File: src/rtl/hazard_ctrl.sv
// Hazard/interlock controller for a 5-stage pipeline: load-use scoreboard, branch flush,
// memory-wait freeze, sticky HALTED state. Stall counter only with HAZARD_STALL_CNT_EN.
module hazard_ctrl #(
   parameter int               REG_W    = 5,
   parameter int               OP_W     = 6,
   parameter logic [OP_W-1:0]  HALT_OP  = 6'h3f,
   parameter int               LOAD_LAT = 1
) (
   input  logic             clk,
   input  logic             rst_n,
   input  logic [31:0]      d_instr,
   input  logic             d_valid,
   input  logic [REG_W-1:0] x_rt,
   input  logic             x_memread,
   input  logic             x_valid,
   input  logic             x_branch_taken,
   input  logic             mem_ready,
   output logic             pc_en,
   output logic             ifid_en,
   output logic             idex_bubble,
   output logic             ifid_flush,
   output logic             halted,
   output logic [15:0]      stall_cnt
);

   typedef enum logic {RUN = 1'b0, HALTED = 1'b1} state_t;

   state_t           state_r;
   state_t           state_nxt_s;
   logic [REG_W-1:0] rs_s;
   logic [REG_W-1:0] rt_s;
   logic             ex_load_s;
   logic             ex_hit_s;
   logic             sb_hit_s;
   logic             load_haz_s;
   logic             halt_dec_s;
   logic             unused_s;

   assign rs_s       = d_instr[21 +: REG_W];
   assign rt_s       = d_instr[16 +: REG_W];
   assign unused_s   = ^d_instr[15:0];
   // x_rt != 0 keeps register 0 from ever matching
   assign ex_load_s  = x_valid & x_memread & (x_rt != {REG_W{1'b0}});
   assign ex_hit_s   = ex_load_s & ((x_rt == rs_s) | (x_rt == rt_s));
   assign load_haz_s = d_valid & (ex_hit_s | sb_hit_s);
   assign halt_dec_s = d_valid & (d_instr[31 -: OP_W] == HALT_OP);

   generate
      if (LOAD_LAT > 1) begin : g_sb
         localparam int SB_N = LOAD_LAT - 1;
         logic [SB_N-1:0]  sb_valid_r;
         logic [REG_W-1:0] sb_tag_r [SB_N];

         // Age loads that left EX; frozen while memory is not ready
         always_ff @(posedge clk or negedge rst_n) begin
            if (!rst_n) begin
               sb_valid_r <= {SB_N{1'b0}};
               for (int k = 0; k < SB_N; k++) begin
                  sb_tag_r[k] <= {REG_W{1'b0}};
               end
            end else if (mem_ready) begin
               sb_valid_r[0] <= ex_load_s;
               sb_tag_r[0]   <= x_rt;
               for (int k = 1; k < SB_N; k++) begin
                  sb_valid_r[k] <= sb_valid_r[k-1];
                  sb_tag_r[k]   <= sb_tag_r[k-1];
               end
            end else begin
               sb_valid_r <= sb_valid_r;
            end
         end

         // Match ID source registers against every live scoreboard tag
         always_comb begin
            sb_hit_s = 1'b0;
            for (int k = 0; k < SB_N; k++) begin
               if (sb_valid_r[k] && ((sb_tag_r[k] == rs_s) || (sb_tag_r[k] == rt_s))) begin
                  sb_hit_s = 1'b1;
               end else begin
                  sb_hit_s = sb_hit_s;
               end
            end
         end
      end else begin : g_no_sb
         assign sb_hit_s = 1'b0;
      end
   endgenerate

   // State register
   always_ff @(posedge clk or negedge rst_n) begin
      if (!rst_n) begin
         state_r <= RUN;
      end else begin
         state_r <= state_nxt_s;
      end
   end

   // Next state: a halt commits only once it is clear of hazards, flushes and freezes
   always_comb begin
      state_nxt_s = state_r;
      case (state_r)
         RUN: begin
            if (halt_dec_s && !load_haz_s && !x_branch_taken && mem_ready) begin
               state_nxt_s = HALTED;
            end else begin
               state_nxt_s = RUN;
            end
         end
         HALTED:  state_nxt_s = HALTED;
         default: state_nxt_s = RUN;
      endcase
   end

   // Pipeline enables by priority: reset, freeze, flush, halted, interlock, run
   always_comb begin
      pc_en       = 1'b1;
      ifid_en     = 1'b1;
      idex_bubble = 1'b0;
      ifid_flush  = 1'b0;
      if (!rst_n) begin
         {pc_en, ifid_en, idex_bubble, ifid_flush} = 4'b0010;
      end else if (!mem_ready) begin
         {pc_en, ifid_en, idex_bubble, ifid_flush} = 4'b0000;
      end else if (x_branch_taken) begin
         {pc_en, ifid_en, idex_bubble, ifid_flush} = 4'b1111;
      end else if (state_r == HALTED) begin
         {pc_en, ifid_en, idex_bubble, ifid_flush} = 4'b0010;
      end else if (load_haz_s || halt_dec_s) begin
         {pc_en, ifid_en, idex_bubble, ifid_flush} = 4'b0010;
      end else begin
         {pc_en, ifid_en, idex_bubble, ifid_flush} = 4'b1100;
      end
   end

   assign halted = (state_r == HALTED);

`ifdef HAZARD_STALL_CNT_EN
   logic [15:0] stall_cnt_r;
   logic        stall_inc_s;

   assign stall_inc_s = load_haz_s & mem_ready & ~x_branch_taken & (state_r == RUN);

   // Saturating count of load-use stall cycles
   always_ff @(posedge clk or negedge rst_n) begin
      if (!rst_n) begin
         stall_cnt_r <= 16'h0000;
      end else if (stall_inc_s && (stall_cnt_r != 16'hFFFF)) begin
         stall_cnt_r <= stall_cnt_r + 16'h0001;
      end else begin
         stall_cnt_r <= stall_cnt_r;
      end
   end

   assign stall_cnt = stall_cnt_r;
`else
   assign stall_cnt = 16'h0000;
`endif

endmodule
File: config.mk
export PLATFORM = sky130hd
export DESIGN_NAME = hazard_ctrl
export DESIGN_NICKNAME = d
export VERILOG_FILES = /design/src/rtl/hazard_ctrl.sv
export SDC_FILE = /design/constraint.sdc
export NUM_CORES = 1
export LEC_CHECK = 0
export CAP_MARGIN = 20
export CORE_MARGIN = 5
export CORE_UTILIZATION = 21
export CTS_CLUSTER_SIZE = 16
export DETAILED_ROUTE_END_ITERATION = 16
export MAX_ROUTING_LAYER = met4
export PLACE_DENSITY_LB_ADDON = 0.25
export SLEW_MARGIN = 40
export SYNTH_ARGS = -nofsm -noshare
export SYNTH_HDL_FRONTEND = slang
export SYNTH_SLANG_ARGS = --single-unit
export TNS_END_PERCENT = 20
File: constraint.sdc
create_clock -name clk -period 1.7 [get_ports clk]
set_input_delay 0.17 -clock clk [delete_from_list [all_inputs] [get_ports clk]]
set_output_delay 0.17 -clock clk [all_outputs]
set_load 0.02 [all_outputs]
==> results of run 1 <==
==> synth_stat cells, drive strengths merged <==
cell type,count,area share [%]
buf,17,32
xnor2,10,22
nand2,5,4.8
nand3,3,3.8
nor2,2,1.9
o41a,2,5.7
a311oi,1,2.2
a41oi,1,2.2
conb,1,0.95
dfrtp,1,6.3
inv,1,0.95
nand2b,1,1.6
nand4,1,1.6
o2111a,1,2.9
o2111ai,1,2.2
o21a,1,1.9
o22ai,1,1.6
o31ai,1,1.9
or4,1,2.9
==> power breakdown <==
part           internal [uW]  total [uW]  switching (uW)
Combinational            114         212            97.7
Sequential              27.7        32.7            4.97
Clock                      0           0               0
Total                    142         245             103
==> cell families (layout without fill, tap and decap cells) <==
kind of cell,after synthesis,in the layout,synth area share [%]
DFF,1,1,6.35
buffers and inverters,18,45,33.3
xor gates and xnor gates,10,10,22.2
and+or+nand+nor,13,13,16.5
other,1,16,0.951
AOI/OAI and AO/OA,9,9,20.6
==> routing by layer <==
| layer | global-route usage (%) | wire (um) | share of wire, % | vias to the layer above |
|---|---|---|---|---|
| met5 | - | 0 | 0 | - |
| met2 | 18.2 | 745 | 54 | 24 |
| li1 | - | - | - | 237 |
| met4 | 0 | 0 | 0 | 0 |
| met1 | 10.1 | 474 | 34 | 211 |
| met3 | 1.69 | 163 | 12 | 0 |
==> repair_timing <==
| item | in CTS | in global routing |
|---|---|---|
| setup buffers | 1 | 0 |
| pin swaps | 3 | 1 |
| endpoints found under the hold margin | 0 | 0 |
| setup endpoints to repair | 4 | 4 |
| resized for setup | 34 | 2 |
==> placed cells by master (no fill, tap or decap) <==
master,Yosys,final
o31ai_1,1,1
nand2b_1,1,1
conb_1,1,16
clkdlybuf4s15_1,0,1
dlygate4sd2_1,0,2
o41a_1,2,2
dfrtp_1,1,1
buf_6,0,3
nand4_1,1,1
o2111a_1,1,1
a41oi_1,1,1
o2111ai_1,1,1
nand3_1,3,3
nor2_1,2,1
clkdlybuf4s50_1,0,23
o21a_1,1,1
buf_2,0,1
buf_4,17,14
nor2_2,0,1
inv_1,1,1
nand2_1,5,5
o22ai_2,0,1
a311oi_4,0,1
or4_4,1,1
xnor2_1,10,10
==> worst paths after layout <==
path,endpoint,startpoint,cells after the start,slack [ns]
worst max-delay path,idex_bubble,x_rt[4],6,-0.09
worst min-delay path,halted$_DFF_PN0_,rst_n,1,0.37
worst max register to register,halted$_DFF_PN0_,halted$_DFF_PN0_,2,0.89
worst min register to register,halted$_DFF_PN0_,halted$_DFF_PN0_,2,0.58
max in group asynchronous,halted$_DFF_PN0_,rst_n,1,1.18
min in group clk,halted$_DFF_PN0_,halted$_DFF_PN0_,2,0.58
==> per-stage QoR <==
step	setup WS [ns]	area [um2]	setup TNS (ns)	std cells
after global placement	-0.880	774	-2.68	118
final	-0.0880	782	-0.252	119
after detailed placement	-0.890	774	-2.73	118
after CTS	-0.107	773	-0.313	119
after global routing	-0.152	782	-0.441	119
after floorplan	0.00677	468	0	67
==> worst max-delay path, stage by stage <==
cell	delay, ns
buf_6	0.09
or4_4	0.52
o2111a_1	0.27
o41a_1	0.31
o41a_1	0.12
buf_6	0.14
==> final cells by class <==
cell class,count,area (um2),area share [%]
Sequential cell,1,25.0,3.20
Inverter,1,3.75,0.480
Tap cell,25,31.3,4.00
Timing Repair Buffer,44,402,51.4
Multi-Input combinational cell,48,320,41.0
==> flow_metrics.env, run 1 <==
export IMPL_outcome="complete, but fails checks"
export IMPL_violations="setup timing"
export IMPL_post_dp_hpwl_um=1230
export IMPL_largest_reg_flops=1
export IMPL_cp_required_ns=1.53
export IMPL_synth_cell_types=19
export IMPL_skew_ns=0
export IMPL_route_detailed_drc=0
export IMPL_nets=140
export IMPL_rsz0062_at_grt="true"
export IMPL_fin_crit_ns=1.79
export IMPL_ios=65
export IMPL_ys_warn_count=0
export IMPL_ant_nets=0
export IMPL_slew_violations=0
export IMPL_wirelength_um=1380
export IMPL_antenna_found_initial=0
export IMPL_post_route_util_pct=44.3
export IMPL_hold_viol_final=0
export IMPL_synthCells=52
export IMPL_cp_start_kind="primary input"
export IMPL_total_power_uw=245
export IMPL_max_freq_mhz=559
export IMPL_yosysSeqAreaShare_pct=6.35
export IMPL_clk_pin_slew_worst_paths_ns=0
export IMPL_drt_iter0_drc=10
export IMPL_area_growth_pct=98.4
export IMPL_fp_dieW_um=53.3
export IMPL_place_congestion=0.785
export IMPL_drive_gt1_share_pct=23.4
export IMPL_period_share_pct=105
export IMPL_finalSetupViolations=3
export IMPL_syn_area_per_cell_um2=7.58
export IMPL_grt_pass1_wl_um=1970
export IMPL_fin_ws_ns=-0.0880
export IMPL_clkLatencyLatePin_ns=0
export IMPL_grt_util_all_layers_pct=9.27
export IMPL_start_util_pct=22.3
export IMPL_grt_pass1_vias=446
export IMPL_portBuffers=32
export IMPL_p_per_area_nw_per_um2=313
export IMPL_overflow=0
export IMPL_diodes=0
export IMPL_min_path_type="in2async"
export IMPL_die_h_um=53.3
export IMPL_crit_path_max_fanout=2
export IMPL_vias=472
export IMPL_whs_ns=0.369
export IMPL_n_fill_cell=186
export IMPL_vias_per_cell=3.97
export IMPL_core_um2=1760
export IMPL_routedWlPerCell_um=11.6
export IMPL_crit_arrival_ns=1.62
export IMPL_die_area_um2=2840
export IMPL_path_class="in2out"
export IMPL_leakage_uw=0.000328
export IMPL_netlist_area_um2=394
export IMPL_setup_worst_path_end_class="output port"
export IMPL_ir_drop_mv=0.186
export IMPL_cts_hold_buf=0
export IMPL_ys_ff_latch=1
export IMPL_grt_max_degree=6
export IMPL_row_count=15
export IMPL_firstDrtPassIters=4
export IMPL_cap_violations=0
Note: power is estimated with default switching activity, not from simulation.
==> run 2: changes to the inputs <==
--- a/config.mk
+++ b/config.mk
@@ -11,7 +11,7 @@
 export CTS_CLUSTER_SIZE = 16
 export DETAILED_ROUTE_END_ITERATION = 16
 export MAX_ROUTING_LAYER = met4
-export PLACE_DENSITY_LB_ADDON = 0.25
+export PLACE_DENSITY = 0.86
 export SLEW_MARGIN = 40
 export SYNTH_ARGS = -nofsm -noshare
 export SYNTH_HDL_FRONTEND = slang
==> flow_metrics.env, run 2 (synthesis results as in run 1) <==
export IMPL_place_area_um2=759
export IMPL_max_freq_mhz=547
export IMPL_wirelength_um=1380
export IMPL_fin_area_um2=776
export IMPL_rr_worst_depth=2
export IMPL_seq_power_share_pct=13.3
export IMPL_drive_gt1_share_pct=20.7
export IMPL_reg2reg_slack_ns=0.88
export IMPL_power_switching_uw=104
export IMPL_clk_pin_slew_worst_paths_ns=0
export IMPL_rsz0062_at_grt="true"
export IMPL_whs_ns=0.521
export IMPL_pre_cts_slack_ns=-0.966
export IMPL_outcome="complete, but fails checks"
export IMPL_post_dp_hpwl_um=1190
export IMPL_routedWlPerCell_um=11.8
export IMPL_r2r_end="halted$_DFF_PN0_"
export IMPL_grt_pass1_wl_um=1840
export IMPL_cap_violations=0
export IMPL_grt_pass1_vias=466
export IMPL_row_count=15
export IMPL_reg2reg_from="halted$_DFF_PN0_"
export IMPL_portBuffers=32
export IMPL_pwr_share_comb_pct=86.7
export IMPL_crit_start="x_rt[4]"
export IMPL_place_congestion=0.834
export IMPL_vias_per_cell=4.02
export IMPL_fp_dieW_um=53.3
export IMPL_route_detailed_drc=0
export IMPL_n_fill_cell=185
export IMPL_power_switching_share_pct=42.1
export IMPL_fin_crit_ns=1.83
export IMPL_violations="setup timing"
export IMPL_mostFrequentLayoutCell="clkdlybuf4s50_1"
export IMPL_ir_drop_mv=0.186
export IMPL_setup_worst_path_end_class="output port"
export IMPL_grt_max_degree=6
export IMPL_firstDrtPassIters=4
export IMPL_mostFrequentLayoutCells="clkdlybuf4s50_1, conb_1, xnor2_1, buf_4"
export IMPL_pwr_share_clk_pct=0
export IMPL_clkLatencyLatePin_ns=0
export IMPL_antenna_found_initial=0
export IMPL_crit_arrival_ns=1.66
export IMPL_period_share_pct=108
export IMPL_crit_path_max_fanout=2
export IMPL_start_util_pct=22.3
export IMPL_min_path_type="in2async"
export IMPL_cts_hold_buf=0
export IMPL_vias=470
export IMPL_slew_violations=0
export IMPL_fin_setup_tns_ns=-0.355
export IMPL_hold_viol_final=0
export IMPL_die_area_um2=2840
export IMPL_path_class="in2out"
export IMPL_intPower_uw=143
export IMPL_leakage_uw=0.000327
export IMPL_finalSetupViolations=3
export IMPL_nets=138
export IMPL_p_per_area_nw_per_um2=318
export IMPL_skew_ns=0
export IMPL_drt_iter0_drc=7
export IMPL_grt_util_all_layers_pct=8.49
export IMPL_post_route_util_pct=44.0
export IMPL_largest_reg_flops=1
export IMPL_cp_start_kind="primary input"
export IMPL_die_h_um=53.3
export IMPL_ant_nets=0
export IMPL_core_um2=1760
export IMPL_fin_ws_ns=-0.128
export IMPL_ios=65
export IMPL_area_growth_pct=96.8
export IMPL_diodes=0
export IMPL_overflow=0
export IMPL_cp_required_ns=1.53
## run 2: cell types whose count changed in the layout (fill, tap and decap cells not counted), sizes merged
cell | previous run | this run
buf | 18 | 16
dlymetal6s2s | 0 | 1
dlygate4sd2 | 2 | 1
## run 2: routing by layer
layer	GRT usage (%)	up-vias	part of all wire, %
met5	-	-	0
met4	1.70	0	0
met3	1.41	0	11
met2	16.9	27	56
met1	8.44	211	33
li1	-	232	-
## run 2: cell type report
class / count / area, um2 / area share [%]
inverter: 1 / 3.75 / 0.484
timing repair buffer: 42 / 398 / 51.3
tap: 25 / 31.3 / 4.03
sequential: 1 / 25.0 / 3.23
multi-input combinational: 48 / 318 / 41.0
## run 2: per-stage QoR
stage / instances / total power (uW)
2_1_floorplan: 67 / 157
3_3_place_gp: 116 / 236
3_5_place_dp: 116 / 240
4_1_cts: 117 / 241
5_1_grt: 117 / 262
6_report: 117 / 247
## run 2: power by group through the flow
stage          logic, uW  clock network (uW)  registers, uW
2_1_floorplan        122                   0           35.7
3_3_place_gp         204                   0           32.1
3_5_place_dp         207                   0           32.5
4_1_cts              208                   0           32.6
5_1_grt              229                   0           33.1
6_report             214                   0           32.8
## run 2: how the worst max path moves through the flow
stage	to	slack, ns	cells past startpoint
floorplan	pc_en	0.007	4
global placement	idex_bubble	-0.93	6
detailed placement	idex_bubble	-0.97	6
CTS	idex_bubble	-0.13	6
global route	pc_en	-0.16	6
finish	idex_bubble	-0.13	6
## run 2: worst max-delay path: stages
cell,delay [ns]
buf_6,0.09
or4_4,0.52
o2111a_1,0.28
o41a_1,0.32
o41a_1,0.13
buf_6,0.14
## run 2: what timing repair did
item	4_1_cts	5_1_grt
resized for setup	34	4
pin swaps	3	0
buffers inserted	1	0
endpoints found under the setup margin	5	3
